==> src/rtl/core_pkg.sv <==
// rtl/core_pkg.sv - shared constants and types for the pipelined MIPS core
package core_pkg;

    localparam logic [31:0] RESET_PC  = 32'h0000_0000;
    localparam logic [31:0] NOP_INSTR = 32'h0000_0000;

    typedef enum logic [1:0] {
        IDLE  = 2'd0,
        FETCH = 2'd1,
        HELD  = 2'd2
    } if_state_t;

    typedef struct packed {
        logic [31:0] instr;
        logic [31:0] pc4;
        logic        valid;
    } if_id_t;

    localparam if_id_t IF_ID_BUBBLE = '{NOP_INSTR, 32'h0000_0000, 1'b0};

    function automatic logic [31:0] pc_plus4(input logic [31:0] pc);
        return pc + 32'd4;
    endfunction

endpackage

==> src/rtl/if_id_reg.sv <==
// rtl/if_id_reg.sv - IF/ID pipeline register with load, flush-to-bubble and hold
module if_id_reg
    import core_pkg::*;
(
    input  logic   clk,
    input  logic   rst_n,
    input  logic   load,
    input  logic   flush,
    input  if_id_t d,
    output if_id_t q
);

    always_ff @(posedge clk or negedge rst_n) begin
        if (!rst_n) begin
            q <= IF_ID_BUBBLE;
        end else if (flush) begin
            q <= IF_ID_BUBBLE;
        end else if (load) begin
            q <= d;
        end
    end

endmodule

==> src/rtl/if_stage.sv <==
// rtl/if_stage.sv - instruction fetch stage: PC, single-outstanding imem handshake, IF/ID load
module if_stage
    import core_pkg::*;
(
    input  logic        clk,
    input  logic        rst_n,
    input  logic        stall_i,
    input  logic        branch_i,
    input  logic [31:0] branch_target_i,
    input  logic        jump_i,
    input  logic [31:0] jump_target_i,
    output logic        imem_req_o,
    output logic [31:0] imem_addr_o,
    input  logic        imem_ready_i,
    input  logic [31:0] imem_rdata_i,
    output logic [31:0] id_instr_o,
    output logic [31:0] id_pc4_o,
    output logic        id_valid_o
);

    if_state_t   state_q, state_d;
    logic [31:0] pc_q, pc_d;
    logic [31:0] buf_q;
    logic        buf_capture;
    logic        ifid_load, ifid_flush;
    if_id_t      ifid_d, ifid_q;

    logic        redirect;
    logic [31:0] redirect_target;
    logic [31:0] pc4;

    assign redirect        = jump_i | branch_i;
    assign redirect_target = jump_i ? jump_target_i : branch_target_i;
    assign pc4             = pc_plus4(pc_q);

    always_ff @(posedge clk or negedge rst_n) begin
        if (!rst_n) begin
            state_q <= IDLE;
            pc_q    <= RESET_PC;
            buf_q   <= 32'h0000_0000;
        end else begin
            state_q <= state_d;
            pc_q    <= pc_d;
            if (buf_capture) begin
                buf_q <= imem_rdata_i;
            end
        end
    end

    always_comb begin
        state_d = state_q;
        if (redirect) begin
            state_d = FETCH;
        end else begin
            case (state_q)
                IDLE:    state_d = FETCH;
                FETCH:   if (imem_ready_i && stall_i) state_d = HELD;
                HELD:    if (!stall_i) state_d = FETCH;
                default: state_d = IDLE;
            endcase
        end
    end

    // A redirect outranks everything: the outstanding request is abandoned by moving the address.
    always_comb begin
        imem_req_o  = (state_q == FETCH);
        pc_d        = pc_q;
        buf_capture = 1'b0;
        ifid_load   = 1'b0;
        ifid_flush  = 1'b0;
        ifid_d      = '{imem_rdata_i, pc4, 1'b1};
        if (redirect) begin
            pc_d       = redirect_target;
            ifid_flush = 1'b1;
        end else begin
            case (state_q)
                FETCH: begin
                    if (imem_ready_i && !stall_i) begin
                        ifid_load = 1'b1;
                        pc_d      = pc4;
                    end else if (imem_ready_i && stall_i) begin
                        buf_capture = 1'b1;
                    end else if (!imem_ready_i && !stall_i) begin
                        ifid_flush = 1'b1;
                    end
                end
                HELD: begin
                    if (!stall_i) begin
                        ifid_load = 1'b1;
                        ifid_d    = '{buf_q, pc4, 1'b1};
                        pc_d      = pc4;
                    end
                end
                default: ;
            endcase
        end
    end

    if_id_reg u_if_id_reg (
        .clk   (clk),
        .rst_n (rst_n),
        .load  (ifid_load),
        .flush (ifid_flush),
        .d     (ifid_d),
        .q     (ifid_q)
    );

    assign imem_addr_o = pc_q;
    assign id_instr_o  = ifid_q.instr;
    assign id_pc4_o    = ifid_q.pc4;
    assign id_valid_o  = ifid_q.valid;

endmodule

==> config.mk <==
export PLATFORM = sky130hd
export DESIGN_NAME = if_stage
export DESIGN_NICKNAME = d
export VERILOG_FILES = /design/src/rtl/core_pkg.sv /design/src/rtl/if_id_reg.sv /design/src/rtl/if_stage.sv
export SDC_FILE = /design/constraint.sdc
export NUM_CORES = 1
export LEC_CHECK = 0
export ABC_AREA = 0
export CAP_MARGIN = 20
export CORE_MARGIN = 3
export CORE_UTILIZATION = 43
export CTS_CLUSTER_DIAMETER = 30
export DETAILED_ROUTE_END_ITERATION = 6
export GPL_ROUTABILITY_DRIVEN = 1
export PLACE_DENSITY = 0.8
export REMOVE_ABC_BUFFERS = 1
export SYNTH_ARGS = -nofsm -noshare
export SYNTH_HDL_FRONTEND = slang
export SYNTH_SLANG_ARGS = --single-unit
==> constraint.sdc <==
create_clock -name clk -period 2.18 [get_ports clk]
set_input_delay 0.218 -clock clk [delete_from_list [all_inputs] [get_ports clk]]
set_output_delay 0.218 -clock clk [all_outputs]
set_load 0.01 [all_outputs]
# Word level (Yosys, flattened, before mapping)
# Cells that the tools add are included.
[totals] memories=0 latch_bits=0 mem_bits_rw=0 register_bits=131 rom_bits=0
[op_classes] add_sub_neg=1 muxes=27 bitwise=1 n_reduce_logical=10 multipliers=0 div_mod_pow=0 magnitude_cmp=0 eq_ne=5 n_shift=0
[ops] operator="$mux 65" count=5
[ops] operator="$mux 32" count=4
[ops] operator="$pmux 32 s2" count=1
[ops] operator="$add 32x3->32 const B" count=1
[ops] operator="$mux 1" count=12
[ops] operator="$mux 2" count=3
[ops] operator="$ne 3x1->1 const B" count=2
[ops] operator="$pmux 2 s3" count=1
[ops] operator="$logic_and 1x1->1" count=3
[ops] operator="$ne 3x3->1 const B" count=1
[ops] operator="$reduce_and 3->1" count=1
[ops] operator="$reduce_bool 3->1" count=1
[ops] operator="$eq 2x1->1 const B" count=1
[ops] operator="$eq 2x2->1 const B" count=1
[ops] operator="$logic_not 1->1" count=2
[ops] operator="$logic_not 2->1" count=1
[ops] operator="$pmux 1 s2" count=1
[ops] operator="$reduce_and 2->1" count=1
[ops] operator="$reduce_bool 2->1" count=1
[ops] operator="$or 1x1->1" count=1

# Depth between registers and ports, before layout
[logic_depth] ltp_word=8 ltp_mapped=9 mapped_depth_nobuf=7

# By module
# From an unflattened synthesis, not the netlist that was laid out.
[unflattened] hier_cells=630 hier_area_um2=6998.0
[by_module_without_submodules] module="if_stage" cells_each=421 seq_area_each_um2=1651.6 area_per_inst_um2=4330.4 n_inst=1
[by_module_without_submodules] module="if_id_reg" cells_each=209 seq_area_each_um2=1626.6 area_per_inst_um2=2667.6 n_inst=1

# Worst setup path after synthesis
# OpenSTA, ideal clock, no wires.
[synth_path] path_type="register to register" from="register state_q[1]" to="register pc_q[8], in the netlist imem_addr_o[8]" setup_ns=0.077 path_slack_ns=0.036 path_stages_with_launch=10 arrival_time_ns=2.067 required_ns=2.103 path_cell_list="dfrtp_1 > inv_1 > ha_1 > mux2i_1 > or2_1 > buf_2 > buf_6 > nor2_1 > a221o_1 > a21oi_1"
[synth_via] elab_chain_len=3 word_cells_on_any_way=8
[synth_lines] element="start, declared" line="if_stage.sv:21" rtl="if_state_t state_q, state_d;"
[synth_lines] element="start signal, assigned" line="if_stage.sv:42" rtl="state_q <= state_d;"
[synth_lines] element="$eq 2x1->1 *"
[synth_lines] element="via imem_req_o" line="if_stage.sv:12" rtl="output logic imem_req_o,"
[synth_lines] element="$ne 3x1->1 (no line) (tied with other cells)"
[synth_lines] element="$reduce_and 3->1 (no line) or $mux 32 (tied branches)"
[synth_lines] element="end signal, assigned" line="if_stage.sv:43" rtl="pc_q <= pc_d;"
[synth_lines] element="end, declared" line="if_stage.sv:22" rtl="logic [31:0] pc_q, pc_d;"
# Mark *: on every way through the listed nets, which the timed path passes. The rest lies on a longest branch.
# A chain may end at the register's enable or synchronous reset.

# Final worst setup path
[layout_path] from="register state_q[1]" to="register u_if_id_reg.q[39] (netlist bit)"
[layout_via] elab_chain_len=5 word_cells_on_any_way=11
[layout_lines] element="$eq 2x2->1" line="if_stage.sv:76" rtl="case (state_q)"
[layout_lines] element="$mux 65" line="if_stage.sv:76"
[layout_lines] element="$mux 65" line="if_stage.sv:72" rtl="if (redirect) begin"
[layout_lines] element="$mux 65" line="if_id_reg.sv:18" rtl="end else if (load) begin"
[layout_lines] element="$mux 65" line="if_id_reg.sv:16" rtl="end else if (flush) begin"
[layout_lines] element="end signal, assigned" line="if_id_reg.sv:15" rtl="q <= IF_ID_BUBBLE;"
[layout_lines] element="end signal, assigned" line="if_id_reg.sv:17" rtl="q <= IF_ID_BUBBLE;"
[layout_lines] element="end signal, assigned" line="if_id_reg.sv:19" rtl="q <= d;"
[layout_lines] element="end, declared" line="if_id_reg.sv:10" rtl="output if_id_t q"
# Several ways; a longest one is shown, not always the timed one. The select of a mux whose other input is x is not followed.

==> reports/results.txt <==
Finished Cell Area -> 9890 um2
Final wirelength -> 21000 um
Port Buffers -> 199
CTS Sinks -> 131
Peak VDD IR -> 0.539 mV
CTS Buf Count -> 17
Peak Freq -> 485 MHz
Asr flop ratio synth -> 100%
Worst-path fanout max -> 37
Die width -> 132 um
Critical Path RT -> 2.49 ns
Row count -> 45
Largest net degree at the start of global routing -> 75
Fillers -> 1267
Placed insts -> 1063
Worst-skew pair later-pin latency -> 0.42 ns
CTS H-tree lvls -> 4
Post-layout util -> 64.3%
Placer congestion estimate -> 0.880
Post-synth EDFFs -> 0
Reg2Reg Depth -> 8
Primary FF master, synth -> dfrtp_1
ANT cells -> 0
Comb pwr share -> 19.4%
CTS tree -> done
Post-DP Area -> 9240 um2
Worst-Margin Slew -> 0.596 ns
Crit path time final -> 2.06 ns
Yosys cell types -> 58
# setup viols final -> 0
Via/cell ratio -> 5.52
Max Used Layer -> met4
Net Sw Power -> 1.93 mW
Flop pwr share -> 40.3%
DRC viols -> 0
Crit Path Class -> flop to flop
Clk buf depth -> 2
List of most frequent post-synthesis cells -> dfrtp_1, nor2_1, a211oi_1, a21oi_1, mux2i_1
Total gr overflow -> 0
Top post-synthesis cells by area -> dfrtp_1, mux2_2, mux2i_1
Slowest stage delay, CP -> 0.41 ns
Synthesis-to-finish area growth -> 45.2%
Pwr/cell area -> 737 nW/um2
Switching portion of total power -> 26.5%
Worst-path cell chain -> inv_2 > ha_1 > buf_4 > a21oi_1 > nor3b_4 > clkbuf_16 > nor2_1 > a211oi_1
Final Power -> 7.28 mW
1st-iter DRT viols -> 413
# IOs -> 200
Critical Path Start Type -> flop
Post-DRT Antenna Nets -> 0
Unrepaired setup endpoints after global routing -> false
Final non-filler cell total -> 1098
Final hold vios -> 0
Final Cycle Share -> 94.7%
YS warnings -> 0
Core area -> 15400 um2
Register area share after synthesis -> 48.2%
DIE AREA -> 17400 um2
Routed length on met3 -> 1650 um
Yosys top cell area share -> 48.2%
Count leader, synth -> dfrtp_1
MaxCap Viol Count -> 0
Mapped cell area -> 6810 um2
Mapped Cells -> 659
Initial Util -> 44.3%
Post-route setup TNS -> 0 ns
Metal2 WL -> 10100 um
Slew HR -> 60.2%
FF+latch count, synth -> 131
Share of post-route cells with drive strength above 1 -> 15.3%
DRT Pass-1 Iters -> 5
Avg WL per Cell -> 19.1 um
Detailed-route via count -> 6062
Slew Limit Fails -> 0
Die height -> 132 um
HP Class -> input port to asynchronous set/reset pin
Initial antenna violation count -> 0
Met1 Wirelength -> 8950 um
Crit. End Element -> flop
Global-route wire length before repair -> 32700 um
CP Data Arrival Time -> 2.37 ns
Worst Skew -> 0.00824 ns
Total GRT Usage -> 23.6%
Root Driver -> clkbuf_16
Int Power -> 5.36 mW
Syn_area_per_cell -> 10.3 um2
Area leader, netlist -> dfrtp_1
Leakage Power -> 3.91 nW
Fin nets -> 982
Cell at the slowest stage of the critical path -> dfrtp_1
Post-DP HPWL -> 14600 um
Clock Power Share -> 40.2%
Clock-pin slew on the worst setup and hold paths -> 0.06 ns
Outcome -> finished clean
Vias in the first global route -> 6116
layout by cell type (no fill, tap or decap), drive strengths merged, types with 35 or more instances in the layout:
| cell type | instances |
|---|---|
| clkdlybuf4s50 | 198 |
| dfrtp | 131 |
| nor2 | 64 |
| a211oi | 47 |
| buf | 46 |
| o21ai | 40 |
| a21oi | 39 |
| mux2i | 37 |
| nand2 | 37 |
| mux2 | 35 |
worst max-delay path: cells and delay by family, from the launching register on:
kind                     cells  cell delay (ns)
adder cells (fa/ha/maj)      1             0.18
AND/OR/NAND/NOR              2             0.43
buffers and inverters        3             0.53
AO/OA/AOI/OAI                2             0.38
flip-flops                   1             0.41
cell type report:
class	count	area [um2]	area share (%)
Timing Repair Buffer	246	2420	24.5
Multi-Input combinational cell	466	3270	33.1
Clock inverter	9	126	1.28
Tap cell	211	264	2.67
Clock buffer	23	478	4.83
Inverter	12	45.0	0.456
Sequential cell	131	3280	33.2
kinds of logic (layout without fill, tap and decap cells):
| group | Yosys count | in the layout | synth area share [%] |
|---|---|---|---|
| AOI/OAI and AO/OA | 173 | 173 | 16.5 |
| xor gates and xnor gates | 38 | 38 | 4.89 |
| adders and majority gates | 6 | 6 | 1.10 |
| buffers and inverters | 62 | 290 | 4.12 |
| DFF | 131 | 131 | 48.2 |
| muxes | 72 | 72 | 11.2 |
| and+or+nand+nor | 177 | 177 | 14.0 |
flip-flops by register name, indices dropped and copies added, names as in the netlist:
| signal | count |
|---|---|
| u_if_id_reg.q | 65 |
| buf_q | 32 |
| imem_addr_o | 32 |
| state_q | 2 |
stage by stage:
stage	hold WS [ns]	setup WS (ns)
2_1_floorplan	-0.0776	-2.70
3_3_place_gp	0.241	0.139
3_5_place_dp	0.239	0.106
4_1_cts	0.341	0.0636
5_1_grt	0.385	0.0215
6_report	0.349	0.116
worst paths after layout:
path / start / end / slack, ns
worst max-delay path: state_q[1]$_DFFE_PN0P_ / u_if_id_reg.q[39]$_DFFE_PN0P_ / 0.12
worst min-delay path: rst_n / u_if_id_reg.q[41]$_DFFE_PN0P_ / 0.35
worst max register to register: state_q[1]$_DFFE_PN0P_ / u_if_id_reg.q[39]$_DFFE_PN0P_ / 0.12
worst min register to register: u_if_id_reg.q[0]$_DFFE_PN0P_ / u_if_id_reg.q[0]$_DFFE_PN0P_ / 0.49
max in group asynchronous: rst_n / buf_q[21]$_DFFE_PN0P_ / 1.12
min in group clk: jump_target_i[2] / imem_addr_o[2]$_DFFE_PN0P_ / 0.35
power groups by stage:
| stage | clock [mW] | combinational, mW | sequential, mW |
|---|---|---|---|
| 3_3_place_gp | 0 | 1.36 | 2.95 |
| 2_1_floorplan | 0 | 0.610 | 2.98 |
| 6_report | 2.93 | 1.41 | 2.94 |
| 5_1_grt | 3.06 | 1.54 | 2.98 |
| 3_5_place_dp | 0 | 1.39 | 2.97 |
| 4_1_cts | 2.96 | 1.41 | 2.93 |
routing by layer:
metal | GRT usage (%) | vias up
met4 | 7.29 | 0
met2 | 38.8 | 253
met3 | 7.25 | 30
li1 | - | 2833
met5 | 0 | -
met1 | 30.1 | 2946
timing repair:
action                                  in CTS  in global routing
hold buffers                                 1                  0
endpoints found under the hold margin       57                  0
resized for setup                            0                  5
endpoints found under the setup margin       0                 17
setup buffers                                0                  1
Power figures use the tool's default switching activity.
